[src/rtl/io_mux_sequencer_pkg.sv]
// -----------------------------------------------------------------------------
// io_mux_sequencer_pkg
//   Shared definitions for the io_mux break-before-make sequencer:
//   FSM state encodings plus width helpers for the function select and the
//   guard counter.
// -----------------------------------------------------------------------------
package io_mux_sequencer_pkg;

  // FSM state encodings
  localparam logic [1:0] ST_IDLE   = 2'd0;
  localparam logic [1:0] ST_DRAIN  = 2'd1;
  localparam logic [1:0] ST_SWITCH = 2'd2;
  localparam logic [1:0] ST_SETTLE = 2'd3;

  // Width of a function select; a single-function pin still gets a 1-bit bus
  function automatic int fwidth_f(input int fcount);
    if (fcount <= 2) begin
      return 1;
    end else begin
      return $clog2(fcount);
    end
  endfunction

  // Width of a counter that must hold the value guard
  function automatic int cwidth_f(input int guard);
    if (guard <= 1) begin
      return 1;
    end else begin
      return $clog2(guard + 1);
    end
  endfunction

endpackage

[src/rtl/io_mux_sequencer_guard_counter.sv]
// -----------------------------------------------------------------------------
// io_mux_sequencer_guard_counter
//   Loadable down-counter timing the tristate guard phases. Loads GUARD_CYCLES
//   on reset or i_load, then counts down and saturates at zero.
//   o_expired is high in the last cycle of a phase (count <= 1), so a phase
//   that starts with a load lasts exactly GUARD_CYCLES cycles.
// Ports
//   i_clk      clock
//   i_rst      synchronous active-high reset (loads GUARD_CYCLES)
//   i_load     reload GUARD_CYCLES at the next edge
//   o_expired  current cycle is the final cycle of the phase
// -----------------------------------------------------------------------------
module io_mux_sequencer_guard_counter
  import io_mux_sequencer_pkg::*;
#(
  parameter int GUARD_CYCLES = 2
) (
  input  logic i_clk,
  input  logic i_rst,
  input  logic i_load,
  output logic o_expired
);

  localparam int CW = cwidth_f(GUARD_CYCLES);
  localparam logic [CW-1:0] LOAD_VAL = CW'(GUARD_CYCLES);
  localparam logic [CW-1:0] ONE      = CW'(1'b1);
  localparam logic [CW-1:0] ZERO     = {CW{1'b0}};

  logic [CW-1:0] r_count;

  // Down-counter: reload on reset/load, otherwise decrement and hold at zero
  always_ff @(posedge i_clk) begin
    if (i_rst) begin
      r_count <= LOAD_VAL;
    end else if (i_load) begin
      r_count <= LOAD_VAL;
    end else if (r_count != ZERO) begin
      r_count <= r_count - ONE;
    end else begin
      r_count <= r_count;
    end
  end

  assign o_expired = (r_count <= ONE);

endmodule

[src/rtl/io_mux_sequencer.sv]
// -----------------------------------------------------------------------------
// io_mux_sequencer
//   Break-before-make controller for one io_mux pin. Function-change requests
//   arrive on a valid/ready handshake; the pin is tristated and receive data is
//   blocked for GUARD_CYCLES before and after the select changes.
// Ports
//   i_clk, i_rst      clock, synchronous active-high reset
//   i_req_valid       request to change function
//   i_req_func        requested function select (sampled only on transfer)
//   o_req_ready       high only in IDLE
//   o_done            1-cycle pulse: accepted request completed (incl. no-op)
//   o_req_error       1-cycle pulse: accepted request out of range, rejected
//   o_busy            sequencer not IDLE
//   o_mux_select      to io_mux func_select
//   o_out_en_mask     gate for io_mux pin_ena
//   o_rx_valid        gate for io_mux func_receive bits
// -----------------------------------------------------------------------------
module io_mux_sequencer
  import io_mux_sequencer_pkg::*;
#(
  parameter int RXCOUNT      = 1,
  parameter int TXCOUNT      = 1,
  parameter int GUARD_CYCLES = 2,
  parameter int DEFAULT_FUNC = 0
) (
  input  logic                                   i_clk,
  input  logic                                   i_rst,
  input  logic                                   i_req_valid,
  input  logic [fwidth_f(RXCOUNT+TXCOUNT)-1:0]   i_req_func,
  output logic                                   o_req_ready,
  output logic                                   o_done,
  output logic                                   o_req_error,
  output logic                                   o_busy,
  output logic [fwidth_f(RXCOUNT+TXCOUNT)-1:0]   o_mux_select,
  output logic                                   o_out_en_mask,
  output logic                                   o_rx_valid
);

  localparam int FCOUNT = RXCOUNT + TXCOUNT;
  localparam int FWIDTH = fwidth_f(FCOUNT);
  localparam int FW1    = FWIDTH + 1;
  localparam logic [FWIDTH:0]   FCOUNT_V    = FW1'(FCOUNT);
  localparam logic [FWIDTH-1:0] DEFAULT_SEL = FWIDTH'(DEFAULT_FUNC);

  logic [1:0]        r_state;
  logic [FWIDTH-1:0] r_sel;
  logic [FWIDTH-1:0] r_target;
  logic              r_pending;   // a real switch is in flight and owes a done
  logic              r_done;
  logic              r_err;
  logic              r_ready;
  logic              r_busy;
  logic              r_oen;
  logic              r_rxv;

  logic [1:0]        w_state_nxt;
  logic [FWIDTH-1:0] w_sel_nxt;
  logic [FWIDTH-1:0] w_target_nxt;
  logic              w_pending_nxt;
  logic              w_done_nxt;
  logic              w_err_nxt;
  logic              w_load;
  logic              w_expired;

  io_mux_sequencer_guard_counter #(
    .GUARD_CYCLES (GUARD_CYCLES)
  ) u_guard (
    .i_clk     (i_clk),
    .i_rst     (i_rst),
    .i_load    (w_load),
    .o_expired (w_expired)
  );

  // Next-state and next-output decode for the break-before-make sequence
  always_comb begin
    w_state_nxt   = r_state;
    w_sel_nxt     = r_sel;
    w_target_nxt  = r_target;
    w_pending_nxt = r_pending;
    w_done_nxt    = 1'b0;
    w_err_nxt     = 1'b0;
    w_load        = 1'b0;
    case (r_state)
      ST_IDLE: begin
        if (i_req_valid) begin
          if ({1'b0, i_req_func} >= FCOUNT_V) begin
            w_err_nxt = 1'b1;
          end else if (i_req_func == r_sel) begin
            // Same function already selected: complete without tristating
            w_done_nxt = 1'b1;
          end else begin
            w_target_nxt  = i_req_func;
            w_pending_nxt = 1'b1;
            w_state_nxt   = ST_DRAIN;
            w_load        = 1'b1;
          end
        end else begin
          w_state_nxt = ST_IDLE;
        end
      end
      ST_DRAIN: begin
        if (w_expired) begin
          // Select changes at the edge into SWITCH, so it is live during SWITCH
          w_sel_nxt   = r_target;
          w_state_nxt = ST_SWITCH;
        end else begin
          w_state_nxt = ST_DRAIN;
        end
      end
      ST_SWITCH: begin
        w_state_nxt = ST_SETTLE;
        w_load      = 1'b1;
      end
      ST_SETTLE: begin
        if (w_expired) begin
          // The post-reset settle has no pending request, hence no done
          w_state_nxt   = ST_IDLE;
          w_done_nxt    = r_pending;
          w_pending_nxt = 1'b0;
        end else begin
          w_state_nxt = ST_SETTLE;
        end
      end
      default: begin
        w_state_nxt   = ST_SETTLE;
        w_pending_nxt = 1'b0;
        w_load        = 1'b1;
      end
    endcase
  end

  // State and registered outputs; outputs are decoded from the next state
  always_ff @(posedge i_clk) begin
    if (i_rst) begin
      r_state   <= ST_SETTLE;
      r_sel     <= DEFAULT_SEL;
      r_target  <= DEFAULT_SEL;
      r_pending <= 1'b0;
      r_done    <= 1'b0;
      r_err     <= 1'b0;
      r_ready   <= 1'b0;
      r_busy    <= 1'b1;
      r_oen     <= 1'b0;
      r_rxv     <= 1'b0;
    end else begin
      r_state   <= w_state_nxt;
      r_sel     <= w_sel_nxt;
      r_target  <= w_target_nxt;
      r_pending <= w_pending_nxt;
      r_done    <= w_done_nxt;
      r_err     <= w_err_nxt;
      r_ready   <= (w_state_nxt == ST_IDLE);
      r_busy    <= (w_state_nxt != ST_IDLE);
      r_oen     <= (w_state_nxt == ST_IDLE);
      r_rxv     <= (w_state_nxt == ST_IDLE);
    end
  end

  assign o_req_ready   = r_ready;
  assign o_done        = r_done;
  assign o_req_error   = r_err;
  assign o_busy        = r_busy;
  assign o_mux_select  = r_sel;
  assign o_out_en_mask = r_oen;
  assign o_rx_valid    = r_rxv;

endmodule
[config.mk]
export PLATFORM = sky130hd
export DESIGN_NAME = io_mux_sequencer
export DESIGN_NICKNAME = d
export VERILOG_FILES = /design/src/rtl/io_mux_sequencer_pkg.sv /design/src/rtl/io_mux_sequencer_guard_counter.sv /design/src/rtl/io_mux_sequencer.sv
export SDC_FILE = /design/constraint.sdc
export NUM_CORES = 1
export LEC_CHECK = 0
export ABC_CLOCK_PERIOD_IN_PS = 1800
export BUFFER_PORTS_ARGS = -buffer_cell sky130_fd_sc_hd__clkbuf_2
export CAP_MARGIN = 20
export CORE_ASPECT_RATIO = 1.1
export CORE_UTILIZATION = 30
export DETAILED_ROUTE_END_ITERATION = 10
export GPL_ROUTABILITY_DRIVEN = 0
export PLACE_DENSITY = 0.48
export REMOVE_ABC_BUFFERS = 1
export SYNTH_ARGS = -nofsm -noshare
export SYNTH_HDL_FRONTEND = slang
export SYNTH_HIERARCHICAL = 1
export SYNTH_SLANG_ARGS = --single-unit
[constraint.sdc]
create_clock -name i_clk -period 1.8 [get_ports i_clk]
set_clock_uncertainty 0.2 [all_clocks]
set_input_delay 0.09 -clock i_clk [delete_from_list [all_inputs] [get_ports i_clk]]
set_output_delay 0.09 -clock i_clk [all_outputs]
set_load 0.01 [all_outputs]
# == After elaboration in Yosys (flattened, before gate mapping) ==
# Cells that the tools add are included.
# totals
register_bits,10
output_inout_bits,7
word_cells,43
in_bits,4
# classes
order_cmp,1
n_mux,16
n_eq_ne,7
bitwise_logic,1
n_reduce_logical,9
n_addsub,1
# op_table
operator,count
$mux W1,8
$mux W2,4
$pmux W2 S4,1
$pmux W1 S2,3
$reduce_bool A2 Y1,3
$eq A2 B2 Y1 const B,2
$logic_not A2 Y1,2
$ne A2 B2 Y1 const B,2
$reduce_and A4 Y1,1
$reduce_and A3 Y1,1
$eq A2 B1 Y1 const B,1
$le A2 B1 Y1 const B,1
$ne A2 B1 Y1 const B,1
$reduce_and A2 Y1,1
$reduce_or A2 Y1,1
$sub A2 B1 Y2 const B,1
$eq A1 B1 Y1,1
$not A1 Y1,1

# == Longest topological paths before layout ==
# Gate-level depths: netlist of the first run.
# depth
depth_word,5
mapped_depth,6
mapped_depth_nobuf,6

# == Modules after synthesis ==
# The synthesis of the first run kept the hierarchy.
# modules_own_cells
mod,cells_each,n_inst,seq_area_each_um2,area_per_inst_um2
io_mux_sequencer,52,1,160.2,439.2
io_mux_sequencer_guard_counter,13,1,40.0,121.4

# == Least setup slack after synthesis of the first run ==
# OpenSTA, ideal clock, no wires.
# synth_timing
kind,register -> register
from,reg u_guard.r_count[1]
to,reg r_state[1]
slack_ns,0.140
path_stages_with_launch,7
n_path_buf,0
t_required_ns,1.473
synth_period_minus_slack_ns,1.660
setup_ns,0.127
t_arrival_ns,1.333
path_cell_list,dfxtp_1 inv_1 ha_1 or2b_1 a21oi_1 a21oi_1 or3_1
# synth_between
elab_chain_len,3
word_cells_on_any_way,4
classes_between,order compare: 1; mux: 3
# synth_rtl
element,line,source
start: declaration,io_mux_sequencer_guard_counter.sv:29,logic [CW-1:0] r_count;
start signal: assignment,io_mux_sequencer_guard_counter.sv:38,r_count <= r_count - ONE;
start signal: assignment,io_mux_sequencer_guard_counter.sv:40,r_count <= r_count;
$le A2 B1 Y1 (*),io_mux_sequencer_guard_counter.sv:44,assign o_expired = (r_count <= ONE);
via w_expired,io_mux_sequencer.sv:63,logic w_expired;
$mux W2 (on tied branches),"io_mux_sequencer.sv:115, io_mux_sequencer.sv:102",
$pmux W2 S4 (*),io_mux_sequencer.sv:83,case (r_state)
end signal: assignment,io_mux_sequencer.sv:146,r_state <= w_state_nxt;
end: declaration,io_mux_sequencer.sv:45,logic [1:0] r_state;
# Mark *: on every way through the listed nets, which the timed path passes. The rest lies on a longest branch.
# A chain may end at the register's enable or synchronous reset.

# == Final worst setup path of the first run ==
# Same ends and word-level chain as after synthesis.

==> results of run 1 <==
[per-stage QoR]
step / util [%] / instance area [um^2] / power (W) / cells / hold slack [ns]
3_3_place_gp: 34.8 / 613 / 0.000717 / 90 / 0.185
5_1_grt: 38.8 / 683 / 0.00103 / 97 / 0.326
3_5_place_dp: 34.8 / 613 / 0.000715 / 90 / 0.186
2_1_floorplan: - / 538 / 0.000607 / 62 / -0.0409
4_1_cts: 38.6 / 679 / 0.000932 / 97 / 0.296
6_report: 38.8 / 683 / 0.000936 / 97 / 0.296
[power breakdown]
group          total [W]  switching (W)  internal, W
Sequential      0.000332      0.0000493     0.000283
Clock           0.000210      0.0000871     0.000123
Combinational   0.000393       0.000204     0.000189
Total           0.000936       0.000341     0.000595
[synth_stat cells]
library cell / instances / share of area (%)
xor2_1: 2 / 3.1
a21oi_1: 6 / 5.4
nand2_1: 6 / 4.0
ha_1: 6 / 13
nor2_1: 2 / 1.3
nand2b_1: 1 / 1.1
nor3b_1: 1 / 1.3
a31oi_1: 2 / 2.2
a21o_2: 1 / 1.6
buf_4: 3 / 4.0
xnor2_1: 1 / 1.6
o21ai_2: 1 / 1.6
or2_2: 2 / 2.2
dfxtp_1: 10 / 36
and3b_1: 1 / 1.6
o21bai_1: 2 / 2.7
nand3b_1: 1 / 1.3
conb_1: 1 / 0.67
inv_1: 4 / 2.7
o21ai_0: 3 / 2.7
nor3_1: 2 / 1.8
or2b_1: 1 / 1.3
nand3_1: 2 / 1.8
and2b_1: 2 / 2.7
or3_1: 2 / 2.2
[state kept, by name, summed over array words and instances, names as in the netlist]
register,flops
u_guard/r_count,2
r_pending,1
o_busy,1
r_target,1
o_done,1
o_rx_valid,1
o_mux_select,1
r_state,2
[logic make-up after synthesis]
logic type                 Yosys count  synth area share (%)
AOI/OAI and AO/OA                   15                  16.1
other                                1                 0.669
xor gates and xnor gates             3                  4.69
buffers and inverters                7                  6.70
adders and majority gates            6                  13.4
DFF                                 10                  35.7
and+or+nand+nor                     23                  22.8
[layout make-up]
cell class	instances	area [um^2]
clock buffer	4	36.3
fill	186	1080
inverter	4	15.0
multi-input combinational	48	327
sequential	10	200
tap	18	22.5
timing repair buffer	13	82.6
[how the worst min path moves through the flow]
stage              endpoint  slack [ns]  cells past startpoint
2_1_floorplan  o_mux_select       -0.04                      1
3_3_place_gp       r_target        0.19                      2
3_5_place_dp       r_target        0.19                      2
4_1_cts           r_pending        0.30                      2
5_1_grt        o_mux_select        0.33                      2
6_report       o_mux_select        0.30                      2
[timing repair]
item	in CTS	in global routing
endpoints found under the hold margin	7	0
setup endpoints to repair	0	1
hold buffers	3	0
gates resized for setup	0	1
[critical path, stage by stage, from the launching register on]
cell and delay, ns:
dfxtp_1 0.34, inv_1 0.06, ha_1 0.16, or2b_1 0.26, a21oi_2 0.13, a21oi_1 0.10, or3_1 0.34
[per-layer routing]
metal / share of wire [%] / track usage, %
met1: 45 / 15.1
met2: 46 / 17.3
met3: 6.2 / 4.62
met4: 2.4 / 9.09
met5: 0 / 0
==> summary.md, run 1 <==
| Metric | Value |
|---|---|
| Status | `finished clean` |
| Most frequent cells in the layout | `dfxtp_1, clkbuf_2, nand2_1, ha_1, a21oi_1` |
| GRT Overall Usage | `12.2%` |
| Vias per cell | `5.04` |
| Crit path time final | `1.72 ns` |
| Clock transition at path regs | `0.08 ns` |
| HP Start | `r_target` |
| Slew Viols, Final | `0` |
| Critical path arrival | `1.67 ns` |
| FF-to-FF setup slack | `roughly 0.081 ns` |
| Final ANT Viol Nets | `0` |
| RSZ-0062 raised after global routing | `no` |
| Chip width | `about 43 um` |
| Register bit count reported by yosys | `10` |
| Rows | `16` |
| Final hold violation count | `0` |
| First-pass GRT wire length | `around 1.7 mm` |
| Initial Util | `a little under a third` |
| Worst-Skew Late Latency | `0.27 ns` |
| Die H | `47.3 um` |
| Max-Cap Viols | `0` |
| Residual DRC | `0` |
| Vias | `489` |
| CTS tree | `built` |
| Routed WL per cell | `10.8 um` |
| Vias in the first global route | `384` |
| Most common cell after layout, fill and taps aside | `dfxtp_1` |
| DP HPWL | `between 700 and 800 um` |
| Final net count | `90` |
| H-tree Lvls | `1` |
| Worst Setup SP | `u_guard/r_count[1]` |
| CP Launch Type | `flip-flop` |
| Post-synthesis sequential area ratio | `around 36%` |
| Layout area overhead | `21.9%` |
| Peak supply drop | `0.494 mV` |
| YS warnings | `6` |
| Worst Setup End Kind | `flip-flop` |
| Setup violators final | `0` |
| FF-to-FF path depth | `6` |
| Initial antenna violation count | `0` |
| P_leak | `between 0.3 and 0.4 nW` |
| Critical Setup Path Class | `flip-flop to flip-flop` |
| I/O pin cnt | `11` |
| Antenna diode count | `0` |
| Pin count of the biggest net entering global routing | `9` |
| Dpl ws | `0.100 ns` |
| R2R Path Start | `u_guard/r_count[1]` |
| Setup TNS | `0 ns` |
| Pwr per Cell Area | `1370 mW/mm^2` |
| Final setup margin | `0.0808 ns` |
| Layout cells sized above 1 | `roughly a quarter` |
| CP required | `1.75 ns` |
| Fmax | `582 MHz` |
| TritonCTS Buffers | `3` |
| Reg-to-reg endpoint | `r_state[1]` |
| CP Max Fanout | `4` |
| Worst setup endpoint | `r_state[1]` |
| Period utilisation layout | `between 90% and 100%` |
| Drt pass-1 iters | `5` |
| Max Root-Sink Buffers | `2` |
| Core footprint | `0.00176 mm^2` |
| Post-CTS Setup Inserts | `0` |
| Mapped Avg Cell Area | `8.62 um^2` |
| Hold Path Class | `flip-flop to flip-flop` |
| Sink Count | `10` |
| Buffers on Ports | `9` |
| Starting DRT DRC Count | `14` |
| Die area | `0.00205 mm^2` |
| Post-synth cell types | `25` |
| Netlist Area Pre-Place | `561 um^2` |
| CTS Root Cell | `clkbuf_4` |
| Grt ovf | `0` |
| Post-Route WL | `1.05 mm` |
| Post-Syn Instances | `65` |
No activity file was read; power rests on OpenSTA's default activity.
==> inputs of run 2 (changes only) <==
--- a/config.mk
+++ b/config.mk
@@ -5,7 +5,7 @@
 export SDC_FILE = /design/constraint.sdc
 export NUM_CORES = 1
 export LEC_CHECK = 0
-export ABC_CLOCK_PERIOD_IN_PS = 1800
+export ABC_CLOCK_PERIOD_IN_PS = 2000
 export BUFFER_PORTS_ARGS = -buffer_cell sky130_fd_sc_hd__clkbuf_2
 export CAP_MARGIN = 20
 export CORE_ASPECT_RATIO = 1.1
==> constraint.sdc (replaced) <==
create_clock -name i_clk -period 2 [get_ports i_clk]
set_clock_uncertainty 0.2 [all_clocks]
set_input_delay 0.1 -clock i_clk [delete_from_list [all_inputs] [get_ports i_clk]]
set_output_delay 0.1 -clock i_clk [all_outputs]
set_load 0.01 [all_outputs]
==> summary.md, run 2 (synthesis results as in run 1) <==
| Metric | Value |
|---|---|
| Vias per cell | `4.74 (-6.0%)` |
| P_leak | `0.312 nW (-3.1%)` |
| CP Launch Type | `flip-flop` |
| CTS Root Cell | `clkbuf_4` |
| Die area | `0.00205 mm^2 (unchanged)` |
| Layout cells sized above 1 | `22.1% (-2.0 points)` |
| Pin count of the biggest net entering global routing | `9 (unchanged)` |
| Layout area overhead | `18.1%` |
| Grt ovf | `0 (unchanged)` |
| Setup TNS | `0 ns (unchanged)` |
| Buffers on Ports | `9 (unchanged)` |
| Max-Cap Viols | `0 (unchanged)` |
| Initial Util | `31.8% (unchanged)` |
| Starting DRT DRC Count | `5 (-9)` |
| Period utilisation layout | `87.9% (-7.6 points)` |
| Status | `finished clean` |
| Final core occ | `37.6% (-1.2 points)` |
| Clock transition at path regs | `0.07 ns (about the same)` |
| CP peak stage delay | `0.34 ns (about the same)` |
| Vias | `450 (-8.0%)` |
| CP bufs+invs | `1 (unchanged)` |
| Routed WL per cell | `10.4 um (-4.2%)` |
| Pwr per Cell Area | `1220 mW/mm^2 (-11%)` |
| Drt pass-1 iters | `4 (-1)` |
| Worst path slowest cell | `dfxtp_1` |
| Sequential cell area | `200 um^2 (unchanged)` |
| Final ANT Viol Nets | `0 (unchanged)` |
| Core footprint | `0.00176 mm^2 (unchanged)` |
| Setup violators final | `0 (unchanged)` |
| Hold Path Depth | `3 (+1)` |
| HP Start | `i_req_func` |
| Fmax | `569 MHz (-2.2%)` |
| Max Root-Sink Buffers | `2 (unchanged)` |
| TritonCTS Buffers | `3 (unchanged)` |
| CP delay by family, top | `simple AND/OR/NAND/NOR gates` |
| Fill count | `193 (+3.8%)` |
| Crit path time final | `1.76 ns (+0.0396 ns)` |
| Final hold violation count | `0 (unchanged)` |
| Crit path cell chain | `inv_1 > ha_1 > or2b_1 > a21oi_1 > a21oi_1 > or3_1` |
| DP HPWL | `780 um (-0.52%)` |
| Critical path arrival | `1.71 ns (+0.04 ns)` |
| Worst Setup End Kind | `flip-flop` |
| FF-to-FF setup slack | `0.24 ns (+0.16 ns)` |
| Sink Count | `10 (unchanged)` |
| Reg-to-reg endpoint | `r_state[1]` |
| Biggest regs | `r_state (2), u_guard/r_count (2)` |
| Area of the multi-input gates | `323 um^2 (-1.1%)` |
| RSZ-0062 raised after global routing | `no` |
| Residual DRC | `0 (unchanged)` |
| Critical Setup Path Class | `flip-flop to flip-flop` |
| CP dominant cell by count | `a21oi_1` |
| Slew Viols, Final | `0 (unchanged)` |
| Post-Route WL | `987 um (-6.2%)` |
| FF-to-FF path depth | `6 (unchanged)` |
| H-tree Lvls | `1 (unchanged)` |
| Final net count | `88 (-2.2%)` |
| Vias in the first global route | `373 (-2.9%)` |
| Hold Path Class | `input pin to flip-flop` |
| First-pass GRT wire length | `1.58 mm (-8.0%)` |
| R2R Path Start | `u_guard/r_count[1]` |
| Peak supply drop | `0.531 mV (+7.6%)` |
| Rows | `16 (unchanged)` |
| Antenna diode count | `0 (unchanged)` |
| CP required | `1.95 ns (+0.20 ns)` |
| I/O pin cnt | `11 (unchanged)` |
| Cts hold-fix bufs | `2 (-1)` |
| Most common cell after layout, fill and taps aside | `dfxtp_1` |
| Worst Setup SP | `u_guard/r_count[1]` |
| CTS tree | `built` |
| CP Max Fanout | `7 (+3)` |
| Hold worst-path end | `r_target` |
| Worst-Skew Late Latency | `0.26 ns (about the same)` |
| Resized cells post-CTS | `0 (unchanged)` |
| Chip width | `43.2 um (unchanged)` |
| Most frequent cells in the layout | `dfxtp_1, clkbuf_2, nand2_1, a21oi_1, ha_1` |
| Die H | `47.3 um (unchanged)` |
| GRT Overall Usage | `10.7% (-1.5 points)` |
| Post-CTS Setup Inserts | `0 (unchanged)` |
| Initial antenna violation count | `0 (unchanged)` |
## run 2: layout make-up
type                    count  share of cell area (%)
flip-flops and latches     10                    30.2
repair buffers             11                    9.83
inverters                   4                    2.27
well taps                  18                    3.40
multi-input cells          48                    48.8
clock buffers               4                    5.48
## run 2: worst max-delay path by stage
stage | endpoint | slack [ns] | cells after the start
after global placement | r_state[1] | 0.29 | 6
after detailed placement | r_state[1] | 0.25 | 6
after CTS | r_state[1] | 0.25 | 6
final | r_state[1] | 0.24 | 6
after global routing | r_state[1] | 0.1 | 6
after floorplan | r_state[1] | 0.34 | 6
## run 2: layer usage
metal	up-vias	track usage [%]	wire length (um)
li1	240	-	-
met1	200	13.6	495
met2	8	16.4	448
met3	2	3.46	24
met4	0	5.45	19
met5	-	0	0
## run 2: metrics by stage
| step | total power (W) | instances | setup WS (ns) | cell area, um^2 | hold slack, ns |
|---|---|---|---|---|---|
| 2_1_floorplan | 0.000546 | 62 | 0.340 | 538 | -0.0309 |
| 3_3_place_gp | 0.000629 | 89 | 0.290 | 606 | 0.197 |
| 3_5_place_dp | 0.000627 | 89 | 0.249 | 606 | 0.202 |
| 4_1_cts | 0.000816 | 95 | 0.247 | 662 | 0.0285 |
| 5_1_grt | 0.000890 | 95 | 0.0984 | 662 | 0.0584 |
| 6_report | 0.000810 | 95 | 0.241 | 662 | 0.0318 |
## run 2: tightest hold or removal path, delay by kind of cell
| kind | cells | cell delay [ns] |
|---|---|---|
| compound gates | 2 | 0.23 |
| buf+inv | 1 | 0.13 |
## run 2: power by group
group	internal [W]	total [W]	leakage, nW	switching (W)
Combinational	0.000154	0.000326	0.209	0.000172
Sequential	0.000254	0.000300	0.0820	0.0000458
Clock	0.000110	0.000184	0.0210	0.0000732
==> inputs of run 3 (changes only) <==
--- a/config.mk
+++ b/config.mk
@@ -7,12 +7,11 @@
 export LEC_CHECK = 0
 export ABC_CLOCK_PERIOD_IN_PS = 2000
 export BUFFER_PORTS_ARGS = -buffer_cell sky130_fd_sc_hd__clkbuf_2
-export CAP_MARGIN = 20
-export CORE_ASPECT_RATIO = 1.1
-export CORE_UTILIZATION = 30
+export CORE_AREA = 2 2 39 41
 export DETAILED_ROUTE_END_ITERATION = 10
+export DIE_AREA = 0 0 41 43
 export GPL_ROUTABILITY_DRIVEN = 0
-export PLACE_DENSITY = 0.48
+export PLACE_DENSITY_LB_ADDON = 0.08
 export REMOVE_ABC_BUFFERS = 1
 export SYNTH_ARGS = -nofsm -noshare
 export SYNTH_HDL_FRONTEND = slang
==> summary.md, run 3 (synthesis results as in run 1) <==
| Metric | Value |
|---|---|
| Biggest regs | `r_state (2), u_guard/r_count (2)` |
| First-pass GRT wire length | `1.61 mm (+2.2%)` |
| Setup TNS | `0 ns (unchanged)` |
| Max Root-Sink Buffers | `2 (unchanged)` |
| Crit path time final | `1.75 ns (-0.0102 ns)` |
| Worst path slowest cell | `or3_1` |
| Antenna diode count | `0 (unchanged)` |
| Hold worst-path end | `r_target` |
| Final core occ | `47.6% (+10 points)` |
| Pin count of the biggest net entering global routing | `9 (unchanged)` |
| Die H | `43 um (-9.2%)` |
| FF-to-FF setup slack | `0.25 ns (about the same)` |
| Vias | `456 (+1.3%)` |
| Worst Setup End Kind | `flip-flop` |
| DP HPWL | `781 um (+0.15%)` |
| Core footprint | `0.00138 mm^2 (-21%)` |
| Most common cell after layout, fill and taps aside | `dfxtp_1` |
| Most frequent cells in the layout | `dfxtp_1, clkbuf_2, nand2_1, a21oi_1, ha_1` |
| Starting DRT DRC Count | `16 (+11)` |
| CP delay by family, top | `simple AND/OR/NAND/NOR gates` |
| Sink Count | `10 (unchanged)` |
| Crit path cell chain | `inv_1 > ha_1 > or2b_1 > a21oi_1 > a21oi_1 > or3_1` |
| Setup violators final | `0 (unchanged)` |
| Max-Cap Viols | `0 (unchanged)` |
| Met2 Usage GRT | `19.4% (+3.0 points)` |
| Clock transition at path regs | `0.07 ns (about the same)` |
| Drt pass-1 iters | `4 (unchanged)` |
| GRT Overall Usage | `14.5% (+3.7 points)` |
| GR Layer Usage met1 | `17.7% (+4.1 points)` |
| CP required | `1.96 ns (about the same)` |
| RSZ-0062 raised after global routing | `no` |
| Layout area overhead | `17.6%` |
| Worst-Skew Late Latency | `0.28 ns (+0.02 ns)` |
| Buffers on Ports | `9 (unchanged)` |
| H-tree Lvls | `1 (unchanged)` |
| Grt ovf | `0 (unchanged)` |
| Die area | `0.00176 mm^2 (-14%)` |
| Residual DRC | `0 (unchanged)` |
| Peak supply drop | `0.689 mV (+30%)` |
| Status | `finished clean` |
| CTS Root Cell | `clkbuf_4` |
| Final ANT Viol Nets | `0 (unchanged)` |
| Reg-to-reg endpoint | `r_state[1]` |
| Post-Route WL | `1.04 mm (+4.9%)` |
| HP Start | `i_req_func` |
| Hold Path Depth | `3 (unchanged)` |
| CTS tree | `built` |
| CP Launch Type | `flip-flop` |
| Initial Util | `40.5% (+8.7 points)` |
| Period utilisation layout | `87.4% (-0.51 points)` |
| CP Max Fanout | `7 (unchanged)` |
| Gr busiest metal | `met2` |
| TritonCTS Buffers | `3 (unchanged)` |
| R2R Path Start | `u_guard/r_count[1]` |
| Layout cells sized above 1 | `22.1% (unchanged)` |
| Critical path arrival | `1.71 ns (about the same)` |
| Final net count | `88 (unchanged)` |
| FF-to-FF path depth | `6 (unchanged)` |
| Critical Setup Path Class | `flip-flop to flip-flop` |
| P_leak | `0.312 nW (unchanged)` |
| Chip width | `41 um (-5.1%)` |
| Initial antenna violation count | `0 (unchanged)` |
| Vias in the first global route | `386 (+3.5%)` |
| Final hold violation count | `0 (unchanged)` |
| Vias per cell | `4.90 (+3.5%)` |
| CP dominant cell by count | `a21oi_1` |
| CP peak stage delay | `0.35 ns (about the same)` |
| Fmax | `572 MHz (+0.59%)` |
| CP bufs+invs | `1 (unchanged)` |
| Pwr per Cell Area | `1230 mW/mm^2 (+0.73%)` |
| Hold Path Class | `input pin to flip-flop` |
| Slew Viols, Final | `0 (unchanged)` |
| I/O pin cnt | `11 (unchanged)` |
| Resized cells post-CTS | `0 (unchanged)` |
| Routed WL per cell | `11.1 um (+7.1%)` |
| Rows | `14 (-2)` |
| GR Util met3 | `9.42% (+6.0 points)` |
==> run 3: cell counts in the layout (fill, tap and decap cells not counted) <==
Identical to the previous run, type by type.
==> run 3: through the flow <==
step,area (um^2),total power (W),std cells,hold slack [ns],setup WS [ns]
finish,659,0.000813,93,0.00391,0.251
global route,659,0.000891,93,0.0108,0.146
CTS,659,0.000824,93,0.00803,0.233
detailed placement,603,0.000630,87,0.202,0.258
global placement,603,0.000629,87,0.206,0.285
floorplan,538,0.000546,62,-0.0309,0.340
==> run 3: timing repair <==
item | in CTS | in global routing
hold buffers | 2 | 0
endpoints found under the hold margin | 7 | 0
buffers inserted | 0 | 0
setup endpoints to repair | 0 | 0
==> run 3: tightest hold or removal path: stages <==
cell	delay, ns
clkbuf_2	0.12
o21ai_0	0.09
a21oi_1	0.13
==> run 3: how the worst max path moves through the flow <==
stage	depth (start not counted)	to	start
floorplan	6	r_state[1]	u_guard/r_count[1]
global placement	6	r_state[1]	u_guard/r_count[1]
detailed placement	6	r_state[1]	u_guard/r_count[1]
CTS	6	r_state[1]	u_guard/r_count[1]
global route	6	r_state[1]	u_guard/r_count[1]
finish	6	r_state[1]	u_guard/r_count[1]
==> run 3: area by class of cell <==
type | count | area, um^2
clock buffer | 4 | 36.3
fill | 148 | 724
inverter | 4 | 15.0
multi-input combinational | 48 | 323
sequential | 10 | 200
tap | 16 | 20.0
timing repair buffer | 11 | 65.1
==> run 3: routing by layer <==
metal	routed length, um	vias to the layer above
met5	0	-
met4	8	0
met3	75	2
met1	482	201
met2	468	15
li1	-	238
==> run 3: where the power goes <==
part           internal [W]  leakage, nW  switching (W)
sequential         0.000254       0.0820      0.0000444
combinational      0.000154        0.209       0.000174
clock              0.000111       0.0210      0.0000757
